$ cat src/rtl/down_timer.sv
// Loadable down-counter with one-shot / auto-reload modes, enable-driven hold,
// abort, and a saturating expiry-event counter.
module down_timer #(
  parameter int unsigned WIDTH  = 8,
  parameter int unsigned ECNT_W = 8
) (
  input  logic              clk,
  input  logic              reset,
  input  logic              enable,
  input  logic              load_valid,
  output logic              load_ready,
  input  logic [WIDTH-1:0]  load_value,
  input  logic              load_auto,
  input  logic              abort,
  output logic [WIDTH-1:0]  out,
  output logic              expired,
  output logic              busy,
  output logic [ECNT_W-1:0] expire_count
);

  localparam logic [ECNT_W-1:0] ECNT_MAX = '1;

  typedef enum logic [1:0] {
    IDLE = 2'd0,
    RUN  = 2'd1,
    HOLD = 2'd2
  } state_t;

  state_t              state_q, state_d;
  logic [WIDTH-1:0]    cnt_q, cnt_d;
  logic [WIDTH-1:0]    reload_q, reload_d;
  logic                auto_q, auto_d;
  logic                expired_q, expired_d;
  logic [ECNT_W-1:0]   ecnt_q, ecnt_d;
  logic                expire_evt;

  // State and datapath registers; reset overrides every other input.
  always_ff @(posedge clk) begin
    if (reset) begin
      state_q   <= IDLE;
      cnt_q     <= '0;
      reload_q  <= '0;
      auto_q    <= 1'b0;
      expired_q <= 1'b0;
      ecnt_q    <= '0;
    end else begin
      state_q   <= state_d;
      cnt_q     <= cnt_d;
      reload_q  <= reload_d;
      auto_q    <= auto_d;
      expired_q <= expired_d;
      ecnt_q    <= ecnt_d;
    end
  end

  // Next-state logic; abort outranks expiry while busy, load outranks abort when idle.
  always_comb begin
    state_d    = state_q;
    cnt_d      = cnt_q;
    reload_d   = reload_q;
    auto_d     = auto_q;
    expire_evt = 1'b0;

    case (state_q)
      IDLE: begin
        if (load_valid) begin
          if (load_value != '0) begin
            cnt_d    = load_value;
            reload_d = load_value;
            auto_d   = load_auto;
            state_d  = RUN;
          end else begin
            expire_evt = 1'b1;
          end
        end
      end
      RUN: begin
        if (abort) begin
          cnt_d   = '0;
          state_d = IDLE;
        end else if (!enable) begin
          state_d = HOLD;
        end else if (cnt_q > WIDTH'(1)) begin
          cnt_d = cnt_q - WIDTH'(1);
        end else begin
          expire_evt = 1'b1;
          if (auto_q) begin
            cnt_d = reload_q;
          end else begin
            cnt_d   = '0;
            state_d = IDLE;
          end
        end
      end
      HOLD: begin
        if (abort) begin
          cnt_d   = '0;
          state_d = IDLE;
        end else if (enable) begin
          state_d = RUN;
        end
      end
      default: begin
        cnt_d   = '0;
        state_d = IDLE;
      end
    endcase

    expired_d = expire_evt;
    ecnt_d    = (expire_evt && (ecnt_q != ECNT_MAX)) ? ecnt_q + ECNT_W'(1) : ecnt_q;
  end

  assign out          = cnt_q;
  assign expired      = expired_q;
  assign expire_count = ecnt_q;
  assign busy         = (state_q == RUN) || (state_q == HOLD);
  assign load_ready   = (state_q == IDLE);

endmodule

$ cat config.mk
export PLATFORM = sky130hd
export DESIGN_NAME = down_timer
export DESIGN_NICKNAME = d
export VERILOG_FILES = /design/src/rtl/down_timer.sv
export SDC_FILE = /design/constraint.sdc
export NUM_CORES = 1
export LEC_CHECK = 0
export CAP_MARGIN = 40
export CORE_MARGIN = 2
export CORE_UTILIZATION = 35
export CTS_CLUSTER_DIAMETER = 30
export DETAILED_ROUTE_END_ITERATION = 12
export GPL_ROUTABILITY_DRIVEN = 0
export PLACE_DENSITY = 0.64
export SYNTH_ARGS = -nofsm -noshare
export SYNTH_HDL_FRONTEND = slang
export SYNTH_SLANG_ARGS = --single-unit
$ cat constraint.sdc
create_clock -name clk -period 2.8 [get_ports clk]
set_clock_uncertainty 0.05 [all_clocks]
set_input_delay 0.56 -clock clk [delete_from_list [all_inputs] [get_ports clk]]
set_output_delay 0.56 -clock clk [all_outputs]
set_load 0.005 [all_outputs]
After elaboration in Yosys (flattened, before gate mapping):

Index checks and enable logic that the tools add are counted.

* register bits: 28

* mux-type cells: 23
* $lt $le $gt $ge: 1
* reduce and logical (&&, ||, !) cells: 7
* add/sub/neg operators: 2
* equal/unequal tests: 10

Operators by type and width (count)
* 8-bit 2-to-1 mux: 7
* 8-bit one-hot mux with 3 select lines: 1
* 2-bit 2-to-1 mux: 8
* 8-bit by 1-bit adder with 8-bit output (second input constant): 1
* 8-bit by 1-bit greater-than comparator with 1-bit output (second input constant): 1
* 4-bit != test (second input constant): 2
* 8-bit != test (second input constant): 1
* 8-bit nonzero test: 1
* 8-bit by 1-bit subtractor with 8-bit output (second input constant): 1
* 3-bit != test (second input constant): 2
* 2-bit one-hot mux with 3 select lines: 1
* 1-bit 2-to-1 mux: 5
* 5-bit AND reduction: 1
* 2-bit != test (second input constant): 2
* 4-bit AND reduction: 1
* 3-bit AND reduction: 1
* 2-bit by 1-bit equality test with 1-bit output (second input constant): 1
* 2-bit equality test (second input constant): 1
* 2-bit zero test: 1
* 2-bit by 1-bit != test with 1-bit output (second input constant): 1
* 1-bit one-hot mux with 2 select lines: 1
* 1-bit logical AND: 1
* 1-bit logical OR: 1

Depth between registers and ports, before layout:

* depth after elaboration: 6
* gate-level depth with buffers: 8
* gate-level depth less buffers: 7

Least setup slack after synthesis:

No wires, ideal clock.

* kind: input to register
* from: input port load_value[3]
* to: register ecnt_q[7], in the netlist expire_count[7]
* arrival: 2.157 ns
* setup slack: 0.523 ns
* setup time: 0.070 ns
* cell stages on the path: 5
* required time: 2.680 ns
* buffers on the path: 0
* cells stage by stage: or4_2 > nor3_2 > o21ai_2 > or4_1 > a21oi_1

* cells in the longest elaborated chain, start to end: 5

Ends and longest elaborated chain
* from (decl): line 12 `input logic [WIDTH-1:0] load_value,`
* 8-bit nonzero test: line 67 `if (load_value != '0) begin`
* 1-bit 2-to-1 mux: line 67
* 1-bit 2-to-1 mux: line 66 `if (load_valid) begin`
* 1-bit one-hot mux with 2 select lines: line 64 `case (state_q)`
* 1-bit logical AND: line 110 `ecnt_d = (expire_evt && (ecnt_q != ECNT_MAX)) ? ecnt_q + ECNT_W'(1) : ecnt_q;`
* to (signal assigned): line 52 `ecnt_q <= ecnt_d;`
* to (decl): line 34 `logic [ECNT_W-1:0] ecnt_q, ecnt_d;`

No other way between the ends.
A chain may end at the register's enable or synchronous reset.

Worst setup path after layout:

* from: input port load_value[3]
* to: register ecnt_q[3], in the netlist expire_count[3]

The elaborated chain is that of the path after synthesis.

==> impl_metrics.py <==
metrics = {
    "worst_setup_path": {
        "arrival_ns": 2.69,
        "path_buf_inv": 2,
        "max_stage_delay_ns": 0.73,
        "start_kind": "input port",
        "critical_path_class": "input port to register",
        "slowest_stage": "or4_2",
        "critical_path.endpoint_type": "register",
        "path_delay_family": "simple AND/OR/NAND/NOR gates",
        "crit_cells": 7,
        "path_cells": "clkdlybuf4s50_1 > or4_2 > nor3_2 > o21ai_2 > buf_4 > or3_1 > a21oi_1",
        "reg2regPathDepth": 6,
        "worstPathRequired_ns": 2.95,
        "path_max_fanout": 7,
    },
    "final_layout": {
        "final_nets": 263,
        "n_fill_cell": 430,
        "syn2layout_area_growth_pct": 31.6,
        "diodes": 0,
        "drive_above_1_share_pct": 12.4,
        "mostFrequentLayoutCells": "clkdlybuf4s50_1 (32), dfxtp_1 (28), nor2_1 (25), nand2_1 (25), buf_4 (17)",
        "final_common_cell": "clkdlybuf4s50_1",
    },
    "sta": {
        "setup_ws_ns": 0.265,
        "relSlewSlack_pct": 66.8,
        "min_period_ns": 2.54,
        "worstMarginPinSlew_ns": 0.494,
        "setup_viol": 0,
        "grt_setup_unrepaired": "false",
        "fmax_mhz": 394,
        "maxSlewViolCount": 0,
        "hold_viol": 0,
        "post-route-period-util_pct": 90.5,
    },
    "route": {
        "routed_wl_mm": 3.78,
        "postRouteAntennaNets": 0,
        "first_iter_violations": 60,
        "wire_per_inst_um": 12.9,
        "first_pass_iters": 4,
        "vias": 1523,
        "via_per_inst": 5.20,
        "drc": 0,
    },
    "power_and_ir_drop": {
        "total_leakage_power_nw": 0.816,
        "power.total_mw": 1.20,
        "irDropWorstVdd_v": 0.000381,
        "power_density_nw_per_um2": 565,
    },
    "clock_tree": {
        "clockRootBuffer": "clkbuf_8",
        "clk_pin_slew_ns": 0.10,
        "cts_buffers": 3,
        "cts_hold_buf": 0,
        "cts_resized": 0,
        "clkLatencyLatePin_ns": 0.27,
        "clk_path_buf_depth": 2,
        "h-tree-depth": 1,
        "cts_sinks": 28,
        "tritoncts": "built",
        "postCtsSetupBuffers": 0,
    },
    "synth": {
        "synth.distinct_cells": 43,
        "syn_area_um2": 1610,
        "ys_ff_latch": 28,
        "netlist_instances": 197,
        "async_flop_share_pct": 0,
        "synth.avg_cell_area_um2": 8.19,
        "synth_top_flop_cell": "dfxtp_1",
        "synth-seq-area-share_pct": 34.7,
        "syn_nets": 218,
        "ys_warn_count": 0,
        "synth_edf_count": 0,
    },
    "grt": {
        "grtUsageMet2_pct": 26.0,
        "overflow": 0,
        "antenna_found_initial": 0,
        "grt_pass1_wl_mm": 6.38,
        "use_met3_pct": 3.33,
        "grt_max_degree": 16,
        "use_met1_pct": 20.0,
        "top_usage_layer": "met2",
        "track_usage_pct": 15.4,
        "grt_pass1_vias": 1348,
    },
    "floorplan": {
        "rows": 24,
        "start_util_pct": 36.8,
        "die_w_um": 71.9,
        "dieArea_um2": 5170,
        "die_h_um": 71.9,
        "coreArea_um2": 4380,
        "io_pins": 33,
    },
    "run_status": {
        "outcome": "finished clean",
    },
    "placement": {
        "port_buffers": 32,
        "detailed_place_hpwl_mm": 2.91,
        "place_ws_ns": -0.0354,
    },
    "worst_hold_path": {
        "hold_path.class": "register to register",
        "whs_path_depth": 2,
    },
    "run": {
        "drv_cap": 0,
    },
}
-- cells in the mapped netlist (4+ instances only) --
cell type / n / area share, %
o21ai_0: 8 / 2.5
ha_1: 7 / 5.4
dfxtp_1: 28 / 35
nand3_1: 5 / 1.6
inv_1: 10 / 2.3
clkbuf_1: 6 / 1.4
a311oi_1: 6 / 3.3
or3_1: 4 / 1.6
o211ai_1: 4 / 1.9
o31ai_1: 4 / 1.9
nor2_1: 25 / 5.8
nor3_1: 5 / 1.6
a21oi_1: 11 / 3.4
nand2_1: 25 / 5.8
mux2i_1: 10 / 6.2
-- layout make-up --
type,count,area [um2],area share (%)
multi-input combinational,149,952,44.8
sequential,28,561,26.4
timing repair buffer,50,453,21.3
tap,52,65.1,3.06
clock buffer,4,55.1,2.59
inverter,10,37.5,1.77
-- metrics by stage --
step | instance area [um2] | utilization, % | hold WS (ns) | cells | TNS, ns
after global placement | 2060 | 47.1 | 0.422 | 288 | 0
final | 2120 | 48.4 | 0.449 | 293 | 0
after global routing | 2120 | 48.4 | 0.481 | 293 | 0
after detailed placement | 2070 | 47.2 | 0.429 | 289 | -0.0779
after CTS | 2120 | 48.4 | 0.453 | 293 | 0
after floorplan | 1610 | - | 0.402 | 197 | 0
-- kinds of logic after synthesis --
kind of cell	Yosys count	share of synthesized area, %
buffers and inverters	20	6.28
AO/OA/AOI/OAI	45	19.1
AND/OR/NAND/NOR	83	26.1
multiplexers	10	6.20
XOR/XNOR	4	2.17
adder cells (fa/ha/maj)	7	5.43
flip-flops	28	34.7
-- where the power goes --
group	internal (mW)	switching, mW
logic	0.231	0.235
registers	0.439	0.0459
clock network	0.126	0.123
-- worst paths after layout --
| check | from | to | slack (ns) |
|---|---|---|---|
| setup reg to reg | out[4]$_SDFFE_PP0P_ | out[1]$_SDFFE_PP0P_ | 0.54 |
| hold reg to reg | reload_q[0]$_SDFFE_PP0P_ | reload_q[0]$_SDFFE_PP0P_ | 0.45 |
| setup / recovery | load_value[3] | expire_count[3]$_SDFFE_PP0P_ | 0.26 |
| hold / removal | reload_q[0]$_SDFFE_PP0P_ | reload_q[0]$_SDFFE_PP0P_ | 0.45 |
-- worst min-delay path: cells and delay by family, from the launching register on --
| family | cells | cell delay, ns |
|---|---|---|
| simple gates | 1 | 0.07 |
| mux | 1 | 0.06 |
| flops | 1 | 0.33 |
-- per-layer routing --
layer  vias up  wire length, um
met2        33             1820
li1        797                -
met5         -                0
met1       689             1800
met4         0               23
met3         4              140
-- registers in the layout, indices dropped and copies added (netlist names) --
signal,cells
expired,1
state_q,2
auto_q,1
out,8
reload_q,8
expire_count,8
(Power assumes the default switching activity.)
